==> config.mk <==
export PLATFORM = sky130hd
export DESIGN_NAME = hazard_stall_ctrl
export DESIGN_NICKNAME = d
export VERILOG_FILES = /design/src/rtl/hazard_stall_ctrl.sv
export SDC_FILE = /design/constraint.sdc
export NUM_CORES = 1
export LEC_CHECK = 0
export BUFFER_PORTS_ARGS = -buffer_cell sky130_fd_sc_hd__buf_2
export CORE_MARGIN = 4
export CORE_UTILIZATION = 44
export DETAILED_ROUTE_END_ITERATION = 6
export PLACE_DENSITY = 0.74
export SLEW_MARGIN = 20
export SYNTH_ARGS = -nofsm -noshare
export SYNTH_HDL_FRONTEND = slang
export SYNTH_SLANG_ARGS = --single-unit
export TNS_END_PERCENT = 50
==> constraint.sdc <==
create_clock -name clk -period 1.94 [get_ports clk]
set_clock_uncertainty 0.05 [all_clocks]
set_input_delay 0.291 -clock clk [delete_from_list [all_inputs] [get_ports clk]]
set_output_delay 0.291 -clock clk [all_outputs]
set_load 0.005 [all_outputs]
==> src/rtl/hazard_stall_ctrl.sv <==
// Pipeline stall/flush producer: load-use bubbles, dmem wait freezes and branch flushes
// for the 5-stage core. It also keeps a stall-cycle statistic and a memory-wait watchdog.
module hazard_stall_ctrl #(
  parameter int WAIT_LIMIT = 64,
  parameter int CNT_W      = 16
) (
  input  logic             clk,
  input  logic             reset,
  input  logic [4:0]       id_rs1,
  input  logic [4:0]       id_rs2,
  input  logic             id_use_rs1,
  input  logic             id_use_rs2,
  input  logic [4:0]       ex_rd,
  input  logic             ex_is_load,
  input  logic             ex_branch_taken,
  input  logic             mem_req,
  input  logic             mem_ready,
  output logic             stall_pc,
  output logic             stall_ifid,
  output logic             stall_idex,
  output logic             stall_exmem,
  output logic             flush_ifid,
  output logic             flush_idex,
  output logic             in_mem_wait,
  output logic             mem_timeout,
  output logic [CNT_W-1:0] stall_cycles
);

  localparam int WCW = $clog2(WAIT_LIMIT + 2);
  localparam logic [WCW-1:0] WAIT_MAX = WCW'(WAIT_LIMIT + 1);

  typedef enum logic [0:0] {
    ST_RUN      = 1'b0,
    ST_MEM_WAIT = 1'b1
  } state_e;

  state_e           state_q, state_d;
  logic [WCW-1:0]   wait_cnt_q, wait_cnt_d;
  logic             mem_timeout_q, mem_timeout_d;
  logic [CNT_W-1:0] stall_cnt_q, stall_cnt_d;

  logic lu_s;
  logic mw_s;
  logic stall_pc_s, stall_ifid_s, stall_idex_s, stall_exmem_s;
  logic flush_ifid_s, flush_idex_s;

  // Hazard detection terms; writes to x0 never create a dependency
  always_comb begin
    mw_s = mem_req & ~mem_ready;
    lu_s = ex_is_load & (ex_rd != 5'd0) &
           ((id_use_rs1 & (id_rs1 == ex_rd)) | (id_use_rs2 & (id_rs2 == ex_rd)));
  end

  // Stall/flush controls: state-independent priority, so a release cycle out of the
  // wait state evaluates branch and load-use exactly as the run state does
  always_comb begin
    stall_pc_s    = 1'b0;
    stall_ifid_s  = 1'b0;
    stall_idex_s  = 1'b0;
    stall_exmem_s = 1'b0;
    flush_ifid_s  = 1'b0;
    flush_idex_s  = 1'b0;
    if (!reset) begin
      stall_pc_s    = 1'b0;
      flush_ifid_s  = 1'b0;
    end else if (mw_s) begin
      stall_pc_s    = 1'b1;
      stall_ifid_s  = 1'b1;
      stall_idex_s  = 1'b1;
      stall_exmem_s = 1'b1;
    end else if (ex_branch_taken) begin
      flush_ifid_s  = 1'b1;
      flush_idex_s  = 1'b1;
    end else if (lu_s) begin
      stall_pc_s    = 1'b1;
      stall_ifid_s  = 1'b1;
      flush_idex_s  = 1'b1;
    end else begin
      stall_pc_s    = 1'b0;
      flush_ifid_s  = 1'b0;
    end
  end

  // Next state, wait-counter, watchdog and statistics update
  always_comb begin
    state_d       = state_q;
    wait_cnt_d    = wait_cnt_q;
    stall_cnt_d   = stall_cnt_q;
    case (state_q)
      ST_RUN: begin
        if (mw_s) begin
          state_d    = ST_MEM_WAIT;
          wait_cnt_d = WCW'(1);
        end else begin
          state_d    = ST_RUN;
          wait_cnt_d = '0;
        end
      end
      ST_MEM_WAIT: begin
        if (mw_s) begin
          state_d = ST_MEM_WAIT;
          if (wait_cnt_q != WAIT_MAX) begin
            wait_cnt_d = wait_cnt_q + WCW'(1);
          end else begin
            wait_cnt_d = wait_cnt_q;
          end
        end else begin
          state_d    = ST_RUN;
          wait_cnt_d = '0;
        end
      end
      default: begin
        state_d    = ST_RUN;
        wait_cnt_d = '0;
      end
    endcase
    mem_timeout_d = mem_timeout_q | (wait_cnt_d == WAIT_MAX);
    if (stall_pc_s && (stall_cnt_q != {CNT_W{1'b1}})) begin
      stall_cnt_d = stall_cnt_q + CNT_W'(1);
    end else begin
      stall_cnt_d = stall_cnt_q;
    end
  end

  // State register; reset aborts any wait in progress
  always_ff @(posedge clk or negedge reset) begin
    if (!reset) begin
      state_q       <= ST_RUN;
      wait_cnt_q    <= '0;
      mem_timeout_q <= 1'b0;
      stall_cnt_q   <= '0;
    end else begin
      state_q       <= state_d;
      wait_cnt_q    <= wait_cnt_d;
      mem_timeout_q <= mem_timeout_d;
      stall_cnt_q   <= stall_cnt_d;
    end
  end

  assign stall_pc     = stall_pc_s;
  assign stall_ifid   = stall_ifid_s;
  assign stall_idex   = stall_idex_s;
  assign stall_exmem  = stall_exmem_s;
  assign flush_ifid   = flush_ifid_s;
  assign flush_idex   = flush_idex_s;
  assign in_mem_wait  = (state_q == ST_MEM_WAIT);
  assign mem_timeout  = mem_timeout_q;
  assign stall_cycles = stall_cnt_q;

endmodule

==> Yosys cells after proc, flatten, opt, wreduce, memory -nomap -nowiden <==
Index checks and enable logic that the tools add are counted.
{ "totals": {"ff_bits": 25, "word_cells": 38} }
{ "op_classes": {"add_sub_neg": 2, "eq_ne": 5, "mux": 16, "bitwise_logic": 9, "n_reduce_logical": 2} }
{ "op_table": {"columns": ["cell", "n"], "rows": [
  ["adder 16 x 1 -> 16 bit, second input constant", 1],
  ["!= test 16 bit, second input constant", 1],
  ["two-way mux 7 bit", 2],
  ["one-hot mux 7 bit (2 select lines)", 1],
  ["two-way mux 1 bit", 13],
  ["== test 5 bit", 2],
  ["adder 7 x 1 -> 7 bit, second input constant", 1],
  ["== test 7 bit, second input constant", 1],
  ["!= test 7 bit, second input constant", 1],
  ["bitwise AND 1 bit", 5],
  ["nonzero test 5 bit", 1],
  ["inverter 1 bit", 2],
  ["OR 1 bit", 2],
  ["logical AND 1 bit", 1]
]} }

==> Longest topological paths before layout <==
{ "logic_depth": {"depth_word": 9, "depth_mapped": 9, "ltp_nobuf": 8} }

==> Worst setup path after synthesis <==
Ideal clock, no wire load.
{ "synth_path": {"kind": "input to register", "startpoint": "input port ex_rd[3]", "endpoint": "register stall_cnt_q[8], in the netlist stall_cycles[8]", "t_arrival_ns": 1.875, "required_ns": 1.766, "setup_slack_ns": -0.109, "cell_stages": 9, "path_buffers": 2, "cell_sequence": "xor2_1 -> nor4_2 -> a32oi_1 -> o41ai_2 -> and2_1 -> buf_6 -> buf_12 -> nand4_1 -> xnor2_1"} }
{ "synth_between": {"elab_chain_len": 9, "elab_cells_between_ends": 13, "cone_classes": "2 x eq/ne; 4 x mux; 5 x bitwise; 2 x reduce/logical"} }
{ "synth_lines": {"columns": ["element", "line_no", "text"], "rows": [
  ["start: declaration", "13", "input logic [4:0] ex_rd,"],
  ["== test 5 bit", "51", "((id_use_rs1 & (id_rs1 == ex_rd)) | (id_use_rs2 & (id_rs2 == ex_rd)));"],
  ["bitwise AND 1 bit", "51", null],
  ["OR 1 bit", "51", null],
  ["bitwise AND 1 bit (*)", "50", "lu_s = ex_is_load & (ex_rd != 5'd0) &"],
  ["two-way mux 1 bit (*) (4 in a row)", null, null],
  ["named net stall_ifid", "19", "output logic stall_ifid,"],
  ["logical AND 1 bit (*)", "118", "if (stall_pc_s && (stall_cnt_q != {CNT_W{1'b1}})) begin"],
  ["end signal: assignment", "136", "stall_cnt_q <= stall_cnt_d;"],
  ["end: declaration", "40", "logic [CNT_W-1:0] stall_cnt_q, stall_cnt_d;"]
]} }
Mark *: on every way through the listed nets, which the timed path passes. The rest lies on a longest branch.
A chain may end at the register's enable or synchronous reset.

==> Worst setup path after layout <==
{ "layout_path": {"startpoint": "input port ex_rd[1]", "endpoint": "output port flush_idex"} }
{ "layout_between": {"elab_chain_len": 8, "elab_cells_between_ends": 12, "cone_classes": "2 x eq/ne; 4 x mux; 5 x bitwise; 1 x reduce/logical"} }
{ "layout_lines": {"columns": ["element", "line_no", "text"], "rows": [
  ["== test 5 bit", "51", null],
  ["bitwise AND 1 bit", "51", null],
  ["OR 1 bit", "51", null],
  ["bitwise AND 1 bit (*)", "50", null],
  ["two-way mux 1 bit (*)", "74", "end else if (lu_s) begin"],
  ["two-way mux 1 bit (*)", "71", "end else if (ex_branch_taken) begin"],
  ["two-way mux 1 bit (*)", "66", "end else if (mw_s) begin"],
  ["two-way mux 1 bit (*)", "63", "if (!reset) begin"],
  ["end: declaration", "23", "output logic flush_idex,"]
]} }
Every way passes the cells marked *; elsewhere a longest branch is shown, timed or not.

==> flow_summary.json <==
{
  "outcome": "finished, violations left",
  "failed_checks": "setup timing",
  "cpMaxStageDelayCell": "or4_2",
  "grt_overflow_total": 0,
  "ant_nets": 0,
  "io_buffers": 46,
  "drc": 0,
  "drt_iter0_markers": 50,
  "ys_seq_area_share_pct": 45.5,
  "chipWidth_um": 63.9,
  "synth_warnings": 0,
  "path_cells": "buf_2, or4_2, o21ai_2, nor2_1, nor2_1, nor3_1, buf_2",
  "cts_sinks": 25,
  "maxCapViolations": 0,
  "synth_cells": 131,
  "nNetsFinal": 222,
  "fin_ws_ns": -0.109,
  "clockBufferDepth": 2,
  "diodes": 0,
  "tightest_slew_ns": 0.355,
  "routed_wirelength_um": 3380,
  "power_mw": 1.14,
  "synth_area_leader_cell": "dfrtp_1",
  "final_cell_mix": "buf_2, dfrtp_1, xnor2_1",
  "final_common_cell": "buf_2",
  "powerDensity_mw_per_mm2": 614,
  "grt_antenna_before_repair": 0,
  "htree_levels": 1,
  "area_delta_synth_final_pct": 35.3,
  "pin_count": 47,
  "synth.area.top_cells": "dfrtp_1, xnor2_1, xor2_1, and3_1, nand4_1",
  "ir_worst_vdd_mv": 0.516,
  "syn_nets": 157,
  "hold_viol": 0,
  "cts_made_buffers": 3,
  "wl_per_cell_um": 14.1,
  "critPathBufInv": 2,
  "cts_root_buf": "clkbuf_4",
  "rows": 20,
  "hold_path.class": "primary input to register",
  "routabilityCongestion": 0.846,
  "grtUsageTotal_pct": 17.1,
  "critPathKind": "primary input to output pin",
  "clk_pin_slew_worst_paths_ns": 0.13,
  "drt_pass1_iterations": 4,
  "worstSkewPairLatency_ns": 0.31,
  "vias_per_cell": 5.05,
  "grt_pass1_wl_um": 5690,
  "via_count": 1206,
  "maxSlewViolCount": 0,
  "ys_types": 31,
  "cp_max_fo": 3,
  "relSlewSlack_pct": 76.3,
  "rsz0062_at_grt": "yes",
  "total_leakage_power_nw": 0.937,
  "crit_start": "ex_rd[1]",
  "cts_tree": "yes",
  "initial_core_util_pct": 45.4,
  "period_needed_ns": 2.05,
  "core_mm2": 0.00303,
  "critPathCaptureType": "output pin",
  "r2r_start": "wait_cnt_q[1]",
  "die_y_um": 63.9,
  "synth_seq_cells": 25,
  "cp-start-kind": "primary input",
  "setup_viol": 1,
  "dp_hpwl_um": 2600,
  "grt_pass1_vias": 1296,
  "post-route-period-util_pct": 106,
  "syn_area_per_cell_um2": 10.5,
  "max_stage_delay_ns": 0.68,
  "path_delay_family": "simple AND/OR/NAND/NOR gates",
  "synth_top_area_share_pct": 45.5,
  "crit_arrival_ns": 1.71,
  "max_freq_mhz": 488,
  "die_area_mm2": 0.00408,
  "drive_above_1_share_pct": 42.6,
  "grt_max_degree": 26,
  "cp.required_ns": 1.60,
  "syn_area_mm2": 0.00137,
  "post-place-ws_ns": -0.297,
  "hp-start": "mem_req"
}
synthesized netlist by cell type (all sizes together):
library cell	instances
o41ai	2
o21ai	2
a32oi	1
nor4	2
nor2	10
and4	2
ha	3
xor2	11
mux2	1
a211oi	1
and2	4
nor3	3
dfrtp	25
xnor2	20
or4	2
inv	5
nand4	8
and3	8
nand3	7
buf	4
nand2	7
or2	1
nand2b	2
area by class of cell:
type,count,area (um2)
Multi-Input combinational cell,97,742
Tap cell,44,55.1
Clock buffer,3,22.5
Sequential cell,25,626
Inverter,5,18.8
Clock inverter,1,5.00
Timing Repair Buffer,64,390
Fill cell,257,1170
worst reg2reg max path, stage by stage (launching register included):
cell	delay, ns
dfrtp_1	0.40
inv_1	0.05
ha_1	0.13
nand2_1	0.05
or4_4	0.49
xnor2_1	0.14
and2_4	0.16
nand2b_4	0.13
o41ai_2	0.19
stage by stage:
step                hold WS [ns]  std cells  TNS [ns]  cell area [um2]  utilization (%)
floorplan                -0.0546        131    -0.730             1380                -
global placement           0.275        233     -2.74             1740             57.4
detailed placement         0.286        233     -4.07             1740             57.4
CTS                        0.198        239         0             1820             60.1
global route               0.181        239    -0.190             1860             61.4
finish                     0.194        239    -0.109             1860             61.4
flip-flops by register name, indices dropped and copies added, names as in the netlist:
| name | count |
|---|---|
| wait_cnt_q | 7 |
| stall_cycles | 16 |
| mem_timeout | 1 |
| in_mem_wait | 1 |
kinds of logic (layout without fill, tap and decap cells):
kind of cell    Yosys count  after routing  share of synthesized area (%)
compound gates            6              6                           3.73
xor+xnor                 31             31                           19.8
fa+ha+maj                 3              3                           2.73
buf+inv                   9             73                           4.74
flops                    25             25                           45.5
mux                       1              1                          0.820
simple gates             56             56                           22.7
layer usage:
metal | up-vias | wire [um] | GRT usage (%)
li1 | 580 | - | -
met1 | 595 | 1340 | 20.0
met2 | 23 | 1870 | 32.3
met3 | 8 | 114 | 2.81
met4 | 0 | 54 | 4.04
met5 | - | 0 | 0
where the power goes:
part           leakage [nW]  total [mW]  switching, mW  internal (mW)
registers             0.335       0.624         0.0553          0.569
clock network        0.0177       0.232          0.154         0.0771
logic                 0.585       0.286          0.137          0.149
final timing paths:
check,endpoint,slack (ns),depth (start not counted)
max reg2reg,mem_timeout,0.05,8
max,flush_idex,-0.11,7
max in group asynchronous,stall_cycles[1],1.23,3
min,wait_cnt_q[0],0.19,3
min reg2reg,stall_cycles[7],0.45,1
min in group asynchronous,wait_cnt_q[0],0.46,3
timing repair:
action,4_1_cts,5_1_grt
buffers inserted,0,1
resized for setup,7,8
endpoints found under the setup margin,13,18
hold endpoints to repair,25,0
pin swaps,0,1
hold buffers,2,0
Power figures use the tool's default switching activity.
